<file path="src/rtl/dp_pkg.sv">
// dp_pkg: shared definitions for the ALU datapath sequencer.
//   - FSM state encoding (IDLE/EXEC/WB)
//   - instruction field slice positions
//   - special opcode/extension constants and the NOP word
//   - flag width
package dp_pkg;

    localparam int FLAG_W = 5;

    // Instruction field positions: op | rd | ext | rs, imm overlaps ext|rs.
    localparam int OP_HI  = 15;
    localparam int OP_LO  = 12;
    localparam int RD_HI  = 11;
    localparam int RD_LO  = 8;
    localparam int EXT_HI = 7;
    localparam int EXT_LO = 4;
    localparam int RS_HI  = 3;
    localparam int RS_LO  = 0;

    localparam logic [3:0]  OP_RTYPE = 4'h0;
    localparam logic [3:0]  EXT_CMP  = 4'hB;
    localparam logic [3:0]  OP_CMPI  = 4'hB;
    localparam logic [15:0] NOP_WORD = 16'h0000;

    typedef enum logic [1:0] {
        IDLE = 2'd0,
        EXEC = 2'd1,
        WB   = 2'd2
    } state_e;

endpackage

</file>
<file path="src/rtl/dp_decode.sv">
// dp_decode: combinational decode of a latched instruction word.
// Ports:
//   instr_i   - latched instruction word
//   opcode_o  - ALU opcode
//   rd_o      - destination/first-operand register
//   rs_o      - source register (0 for immediate form)
//   imm_sel_o - 0 selects the immediate, 1 selects the Rsrc register
//   imm_o     - extended immediate (0 for register form)
//   no_wb_o   - instruction writes no register (CMP, CMPI, NOP)
// Build option: IMM_SIGN_EXT_EN sign-extends the immediate; otherwise zero-extends.
module dp_decode
    import dp_pkg::*;
#(
    parameter int DATA_W = 16,
    parameter int IMM_W  = 8
) (
    input  logic [DATA_W-1:0] instr_i,
    output logic [7:0]        opcode_o,
    output logic [3:0]        rd_o,
    output logic [3:0]        rs_o,
    output logic              imm_sel_o,
    output logic [DATA_W-1:0] imm_o,
    output logic              no_wb_o
);

    logic [3:0]       op, ext;
    logic [IMM_W-1:0] imm;
    logic [DATA_W-1:0] imm_ext;

    assign op   = instr_i[OP_HI:OP_LO];
    assign ext  = instr_i[EXT_HI:EXT_LO];
    assign imm  = instr_i[IMM_W-1:0];
    assign rd_o = instr_i[RD_HI:RD_LO];

`ifdef IMM_SIGN_EXT_EN
    assign imm_ext = {{(DATA_W-IMM_W){imm[IMM_W-1]}}, imm};
`else
    assign imm_ext = {{(DATA_W-IMM_W){1'b0}}, imm};
`endif

    always_comb begin
        opcode_o  = 8'h00;
        rs_o      = 4'h0;
        imm_sel_o = 1'b0;
        imm_o     = '0;
        if (op == OP_RTYPE) begin
            opcode_o  = {4'h0, ext};
            rs_o      = instr_i[RS_HI:RS_LO];
            imm_sel_o = 1'b1;
        end else begin
            opcode_o  = {op, 4'h0};
            imm_o     = imm_ext;
        end
    end

    assign no_wb_o = ((op == OP_RTYPE) && (ext == EXT_CMP)) ||
                     (op == OP_CMPI) ||
                     (instr_i == NOP_WORD);

endmodule

</file>
<file path="src/rtl/dp_sequencer.sv">
// dp_sequencer: three-state (IDLE/EXEC/WB) instruction sequencer for the
// 16-register ALU datapath. One instruction per 3 cycles.
// Ports:
//   clk, reset (async, active low)
//   instr/instr_valid/instr_ready - instruction handshake
//   alu_flags                     - ALU flags, captured in WB (not for NOP)
//   wEnable                       - one-hot register write enable, WB only
//   opcode, Rdest_select, Rsrc_select, Imm_select, Imm_in - datapath controls
//   flags_q                       - registered flags
//   done                          - one-cycle retire pulse (WB)
// Build option: IMM_SIGN_EXT_EN (see dp_decode).
module dp_sequencer
    import dp_pkg::*;
#(
    parameter int DATA_W   = 16,
    parameter int NUM_REGS = 16,
    parameter int IMM_W    = 8
) (
    input  logic                clk,
    input  logic                reset,
    input  logic [DATA_W-1:0]   instr,
    input  logic                instr_valid,
    output logic                instr_ready,
    input  logic [FLAG_W-1:0]   alu_flags,
    output logic [NUM_REGS-1:0] wEnable,
    output logic [7:0]          opcode,
    output logic [3:0]          Rdest_select,
    output logic [3:0]          Rsrc_select,
    output logic                Imm_select,
    output logic [DATA_W-1:0]   Imm_in,
    output logic [FLAG_W-1:0]   flags_q,
    output logic                done
);

    state_e            state_q, state_d;
    logic [DATA_W-1:0] instr_q;

    logic [7:0]        dec_opcode;
    logic [3:0]        dec_rd, dec_rs;
    logic              dec_imm_sel, dec_no_wb;
    logic [DATA_W-1:0] dec_imm;
    logic              active;

    dp_decode #(.DATA_W(DATA_W), .IMM_W(IMM_W)) u_decode (
        .instr_i   (instr_q),
        .opcode_o  (dec_opcode),
        .rd_o      (dec_rd),
        .rs_o      (dec_rs),
        .imm_sel_o (dec_imm_sel),
        .imm_o     (dec_imm),
        .no_wb_o   (dec_no_wb)
    );

    assign instr_ready = (state_q == IDLE);

    always_comb begin
        state_d = state_q;
        case (state_q)
            IDLE:    if (instr_valid) state_d = EXEC;
            EXEC:    state_d = WB;
            WB:      state_d = IDLE;
            default: state_d = IDLE;
        endcase
    end

    always_ff @(posedge clk or negedge reset) begin
        if (!reset) begin
            state_q <= IDLE;
            instr_q <= '0;
            flags_q <= '0;
        end else begin
            state_q <= state_d;
            if (instr_ready && instr_valid) instr_q <= instr;
            if (state_q == WB && instr_q != NOP_WORD) flags_q <= alu_flags;
        end
    end

    // Controls are only meaningful while an instruction is in flight; forcing
    // them to zero in IDLE gives clean reset values.
    assign active       = (state_q != IDLE);
    assign opcode       = active ? dec_opcode  : 8'h00;
    assign Rdest_select = active ? dec_rd      : 4'h0;
    assign Rsrc_select  = active ? dec_rs      : 4'h0;
    assign Imm_select   = active ? dec_imm_sel : 1'b0;
    assign Imm_in       = active ? dec_imm     : '0;

    // Derived from state, so an async reset in WB kills the write at once.
    assign wEnable = (state_q == WB && !dec_no_wb) ? (NUM_REGS'(1) << dec_rd) : '0;
    assign done    = (state_q == WB);

endmodule

</file>
<file path="config.mk">
export PLATFORM = sky130hd
export DESIGN_NAME = dp_sequencer
export DESIGN_NICKNAME = d
export VERILOG_FILES = /design/src/rtl/dp_pkg.sv /design/src/rtl/dp_decode.sv /design/src/rtl/dp_sequencer.sv
export SDC_FILE = /design/constraint.sdc
export NUM_CORES = 1
export LEC_CHECK = 0
export ABC_CLOCK_PERIOD_IN_PS = 2500
export BUFFER_PORTS_ARGS = -buffer_cell sky130_fd_sc_hd__buf_2
export CAP_MARGIN = 10
export CORE_MARGIN = 4
export CORE_UTILIZATION = 30
export DETAILED_ROUTE_END_ITERATION = 12
export GPL_TIMING_DRIVEN = 0
export SYNTH_ARGS = -nofsm -noshare
export SYNTH_HDL_FRONTEND = slang
export SYNTH_HIERARCHICAL = 1
export SYNTH_SLANG_ARGS = --single-unit
</file>
<file path="constraint.sdc">
create_clock -name clk -period 2.5 [get_ports clk]
set_input_delay 0.125 -clock clk [delete_from_list [all_inputs] [get_ports clk]]
set_output_delay 0.125 -clock clk [all_outputs]
set_load 0.01 [all_outputs]
</file>
==> results of run 1 <==
[registers in the layout, indices dropped and copies added (netlist names)]
name / count
instr_q: 16
state_q: 2
flags_q: 5
[path summary, 6_finish.rpt]
check | depth (start not counted) | slack [ns] | to | startpoint
setup / recovery | 7 | 0.34 | wEnable[8] | instr_q[5]
hold / removal | 2 | 0.07 | instr_q[6] | instr[6]
setup reg to reg | 5 | 0.82 | instr_q[14] | state_q[1]
hold reg to reg | 1 | 0.51 | flags_q[3] | flags_q[3]
max in group asynchronous | 2 | 1.78 | instr_q[10] | reset
min in group asynchronous | 2 | 0.36 | instr_q[0] | reset
[kinds of logic (layout without fill, tap and decap cells)]
logic type,count (synthesis),after routing,synth area share
AND/OR/NAND/NOR,91,91,0.350
flip-flops,23,23,0.361
buffers and inverters,23,99,0.102
multiplexers,21,21,0.169
AO/OA/AOI/OAI,2,2,0.0157
other,1,8,0.00235
[cell usage after synthesis (2+ instances only)]
library cell | count | area (um2)
nand3_1 | 2 | 10.0
mux2_1 | 7 | 78.8
mux2_4 | 9 | 135
and2_1 | 9 | 56.3
nand2b_1 | 5 | 31.3
nand2_1 | 3 | 11.3
nor2b_1 | 36 | 225
clkbuf_1 | 7 | 26.3
buf_4 | 12 | 90.1
nor2_1 | 12 | 45.0
mux2_2 | 5 | 56.3
nor3_1 | 4 | 20.0
dfrtp_1 | 23 | 576
and2b_1 | 6 | 45.0
nor4_1 | 7 | 43.8
buf_6 | 2 | 22.5
[power groups by stage]
| stage | registers (mW) | logic [mW] | clock network, mW |
|---|---|---|---|
| 2_1_floorplan | 0.589 | 0.441 | 0 |
| 3_3_place_gp | 0.610 | 0.632 | 0 |
| 3_5_place_dp | 0.618 | 0.639 | 0 |
| 4_1_cts | 0.611 | 0.641 | 0.241 |
| 5_1_grt | 0.631 | 0.698 | 0.259 |
| 6_report | 0.609 | 0.632 | 0.232 |
[final cells by class]
type / count / area (um2) / area share
multi-input combinational: 122 / 883 / 0.416
sequential: 23 / 576 / 0.271
timing repair buffer: 72 / 365 / 0.172
buffer: 22 / 159 / 0.0748
tap: 70 / 87.6 / 0.0412
clock buffer: 3 / 41.3 / 0.0194
clock inverter: 1 / 7.51 / 0.00354
inverter: 1 / 3.75 / 0.00177
[per-layer routing]
layer  GRT usage  share of wire
met3      0.0211          0.078
met1       0.162           0.47
met4      0.0321         0.0036
met2       0.188           0.45
met5           0              0
[per-stage QoR]
step	setup slack, ns	util	instances	hold WS, ns
2_1_floorplan	0.909	-	168	-0.171
3_3_place_gp	0.609	0.402	309	0.127
3_5_place_dp	0.589	0.402	309	0.129
4_1_cts	0.286	0.413	314	0.0640
5_1_grt	0.0677	0.413	314	0.0677
6_report	0.338	0.413	314	0.0667
[repair_timing]
| item | CTS | global route |
|---|---|---|
| endpoints found under the hold margin | 23 | 0 |
| resized for setup | 0 | 0 |
| hold buffers | 1 | 0 |
==> run_results.csv, run 1 <==
group,metric,value,unit
critical_path,required,2.38,ns
timing,fmax,0.462,GHz
timing,slew-limit-headroom,0.648,
pwr,p_leak,1.05,nW
floorplanning,die_w,80.9,um
job,cap_violations,0,
layout,antenna_cells,0,
timing,rsz0062_at_grt,"no",
clocking,clk_pin_slew,0.09,ns
critical_path,path_cells,"nor4_1, nand3_1, a221oi_1, nor4bb_1, nand2b_1, nor3_1, buf_2",
critical_path,path_buf_inv,1,
floorplanning,die_area,0.00655,mm2
layout,layout_common_cells,"71 x buf_2, 36 x nor2b_1, 23 x dfrtp_1",
clocking,h-tree-depth,1,
route,drt_first_iter_violations,51,
synthesis,synth_edf_count,0,
synthesis,synth_flop_cell,"dfrtp_1",
route,vias,1330,
pwr,p_int,0.932,mW
critical_path,cp_slowest_cell,"dfrtp_1",
synthesis,netlist_area,0.00160,mm2
layout,fill_cells,537,
timing,post-route-period-util,0.865,
synthesis,ys_warn_count,6,
route,postRouteAntennaNets,0,
layout,final_cell_area,0.00212,mm2
route,wl_per_cell,12.3,um
critical_path,crit_family,"simple AND/OR/NAND/NOR gates",
status,status,"finished clean",
pwr,netSwitchingPower,0.540,mW
timing,finalSetupViolations,0,
clocking,post_cts_buffers,0,
pwr,finalPower,1.47,mW
synthesis,yosysUniqueCellTypes,28,
critical_path,path_class,"reg2out",
global_routing,grt_usage,0.117,
hold_path,hp-class,"in2reg",
pwr,ir_worst_vdd,0.423,mV
global_routing,gr-total-overflow,0,
timing,tightest_slew,0.528,ns
floorplanning,rows,26,
floorplanning,ioPinCount,80,
clocking,cts_buffers,3,
synthesis,yosysSeqAreaShare,0.361,
global_routing,grt_max_degree,24,
timing,hold_viol_final,0,
pwr,p_per_area,693,mW/mm2
timing,fin_skew,0.0104,ns
critical_path,cp_slowest_stage_delay,0.47,ns
floorplanning,start_util,0.310,
route,drc,0,
clocking,cts_tree,"yes",
synthesis,synth_seq_cells,23,
route,drtPass1Iterations,4,
floorplanning,fp.dieH,80.9,um
pwr,seqPwrFrac,0.413,
placement,numPortBuffers,71,
pwr,p_comb_frac,0.429,
layout,syn_to_final_growth,33.1,%
critical_path,cp_max_fo,6,
global_routing,antenna_found_initial,0,
clocking,clock-sinks,23,
synthesis,ys_async_sr_fraction,1.00,
pwr,switching_share,0.367,
placement,post-dp-hpwl,3060,um
timing,tns,0,ns
route,wirelength,3870,um
clocking,clk_latency,0.26,ns
synthesis,postSynthAreaPerCell,9.91,um2
layout,mostFrequentLayoutCell,"buf_2",
global_routing,grt_pass1_vias,1263,
layout,final_nets,269,
critical_path,critPathLaunchType,"register",
critical_path,cp-end-kind,"output port",
global_routing,grt_pass1_wl,6040,um
timing,drv_slew,0,
layout,final_layout_size_suffix_gt1_frac,0.443,
placement,place.gp.congestion,0.707,
pwr,p_clk_frac,0.157,
route,post_drt_via_cell_ratio,4.24,
placement,placed_cell_area,0.00206,mm2
synthesis,syn_inst,161,
timing,period_needed,2.16,ns
critical_path,crit_arrival,2.04,ns
clocking,cts_max_path_buffers,2,
clocking,cts_root_buffer,"clkbuf_8",
floorplanning,coreArea,0.00514,mm2
Note: power is estimated with default switching activity, not from simulation.
==> run 2: changes to the inputs <==
--- a/config.mk
+++ b/config.mk
@@ -8,6 +8,7 @@
 export ABC_CLOCK_PERIOD_IN_PS = 2500
 export BUFFER_PORTS_ARGS = -buffer_cell sky130_fd_sc_hd__buf_2
 export CAP_MARGIN = 10
+export CORE_ASPECT_RATIO = 0.6
 export CORE_MARGIN = 4
 export CORE_UTILIZATION = 30
 export DETAILED_ROUTE_END_ITERATION = 12
==> run 2 against run 1 <==
Wire length rose by 4.2%. Utilization rose by 0.23 points. Final cell count fell by 1.3%. Worst hold slack improved by 0.0078 ns. Via count fell by 1.3%. Critical endpoint is now wEnable[13].
==> run_results.csv, run 2 (same netlist as run 1, synthesis figures left out) <==
group,metric,value,unit
pwr,p_clk_frac,0.155,
pwr,ir_worst_vdd,0.415,mV
floorplanning,die_area,0.00659,mm2
layout,final_util,0.415,
timing,slew-limit-headroom,0.653,
global_routing,grt_usage,0.128,
clocking,cts_buffers,3,
floorplanning,start_util,0.313,
timing,finalSetupViolations,0,
timing,rsz0062_at_grt,"no",
status,status,"finished clean",
timing,tns,0,ns
pwr,p_leak,1.06,nW
clocking,clock-sinks,23,
route,drc,0,
critical_path,required,2.38,ns
timing,post-route-period-util,0.916,
route,post_drt_via_cell_ratio,4.24,
clocking,cts_max_path_buffers,2,
timing,fmax,0.437,GHz
pwr,switching_share,0.365,
clocking,clk_pin_slew,0.08,ns
timing,hold_viol_final,0,
layout,syn_to_final_growth,32.9,%
global_routing,grt_pass1_vias,1309,
timing,period_needed,2.29,ns
timing,tightest_slew,0.520,ns
layout,fill_cells,529,
layout,reg_top3,"instr_q: 16 flops, flags_q: 5 flops, state_q: 2 flops",
layout,layout_common_cells,"71 x buf_2, 36 x nor2b_1, 23 x dfrtp_1",
layout,antenna_cells,0,
layout,final_layout_size_suffix_gt1_frac,0.443,
floorplanning,fp.dieH,64.5,um
floorplanning,die_w,102,um
route,vias,1313,
global_routing,grt_max_degree,24,
floorplanning,ioPinCount,80,
clocking,h-tree-depth,1,
global_routing,gr-total-overflow,0,
route,wirelength,4030,um
global_routing,grt_pass1_wl,6600,um
placement,numPortBuffers,71,
route,postRouteAntennaNets,0,
critical_path,cp-end-kind,"output port",
pwr,netSwitchingPower,0.537,mW
timing,drv_slew,0,
floorplanning,rows,20,
layout,final_cell_area,0.00212,mm2
route,drtPass1Iterations,4,
clocking,cts_tree,"yes",
critical_path,critPathLaunchType,"register",
pwr,p_int,0.934,mW
layout,final_nets,269,
placement,placed_cell_area,0.00206,mm2
clocking,clk_latency,0.26,ns
pwr,p_per_area,694,mW/mm2
layout,largest_reg_flops,16,
timing,fin_skew,0.00162,ns
hold_path,hp-class,"in2reg",
clocking,cts_root_buffer,"clkbuf_8",
critical_path,path_class,"reg2out",
layout,mostFrequentLayoutCell,"buf_2",
job,cap_violations,0,
layout,top_register,"instr_q",
floorplanning,coreArea,0.00510,mm2
global_routing,antenna_found_initial,1,
pwr,p_comb_frac,0.432,
pwr,seqPwrFrac,0.412,
placement,post-dp-hpwl,3350,um
route,drt_first_iter_violations,27,
placement,place.gp.congestion,0.765,
critical_path,cp_max_fo,6,
critical_path,crit_arrival,2.16,ns
route,wl_per_cell,13.0,um
-- run 2: power groups by stage --
stage	Combinational, mW	Clock [mW]	Sequential (mW)
floorplan	0.441	0	0.589
global placement	0.632	0	0.609
detailed placement	0.639	0	0.615
CTS	0.642	0.240	0.608
global route	0.706	0.255	0.628
finish	0.636	0.229	0.607
-- run 2: per-stage QoR --
stage	worst slack [ns]	total power [mW]	cells	hold WS (ns)
global route	0.0116	1.59	310	0.0744
floorplan	0.909	1.03	168	-0.171
detailed placement	0.545	1.25	305	0.139
finish	0.210	1.47	310	0.0746
global placement	0.581	1.24	305	0.131
CTS	0.244	1.49	310	0.0675
-- run 2: worst paths after layout --
| path | depth (start not counted) | to | slack [ns] | from |
|---|---|---|---|---|
| setup / recovery | 7 | wEnable[13] | 0.21 | instr_q[5] |
| hold / removal | 2 | instr_q[5] | 0.07 | instr[5] |
| setup reg to reg | 3 | flags_q[2] | 0.85 | instr_q[13] |
| hold reg to reg | 1 | flags_q[1] | 0.51 | flags_q[1] |
| max in group asynchronous | 2 | instr_q[8] | 1.79 | reset |
| min in group asynchronous | 2 | instr_q[15] | 0.36 | reset |
-- run 2: what timing repair did --
action | in CTS | in global routing
setup buffers | 0 | 0
setup endpoints to repair | 0 | 1
endpoints found under the hold margin | 23 | 0
hold buffers | 1 | 0
gates resized for setup | 0 | 1
-- run 2: critical path, stage by stage (launching register included) --
cell and delay (ns):
dfrtp_1 0.45, nor4_1 0.29, nand3_1 0.11, a221oi_1 0.49
nor4bb_1 0.16, nand2b_1 0.18, nor2_1 0.07, buf_2 0.14
-- run 2: layer usage --
metal | up-vias | global-route usage | part of all wire
met4 | 2 | 0.0245 | 0.0042
li1 | 678 | - | -
met3 | 4 | 0.0430 | 0.11
met5 | - | 0 | 0.0020
met2 | 56 | 0.184 | 0.39
met1 | 573 | 0.188 | 0.50
-- run 2: cell type report --
| class | count | area [um2] | share of cell area |
|---|---|---|---|
| buffer | 22 | 159 | 0.0749 |
| clock buffer | 4 | 45.0 | 0.0212 |
| sequential | 23 | 576 | 0.271 |
| timing repair buffer | 72 | 365 | 0.172 |
| inverter | 1 | 3.75 | 0.00177 |
| tap | 66 | 82.6 | 0.0389 |
| multi-input combinational | 122 | 890 | 0.419 |
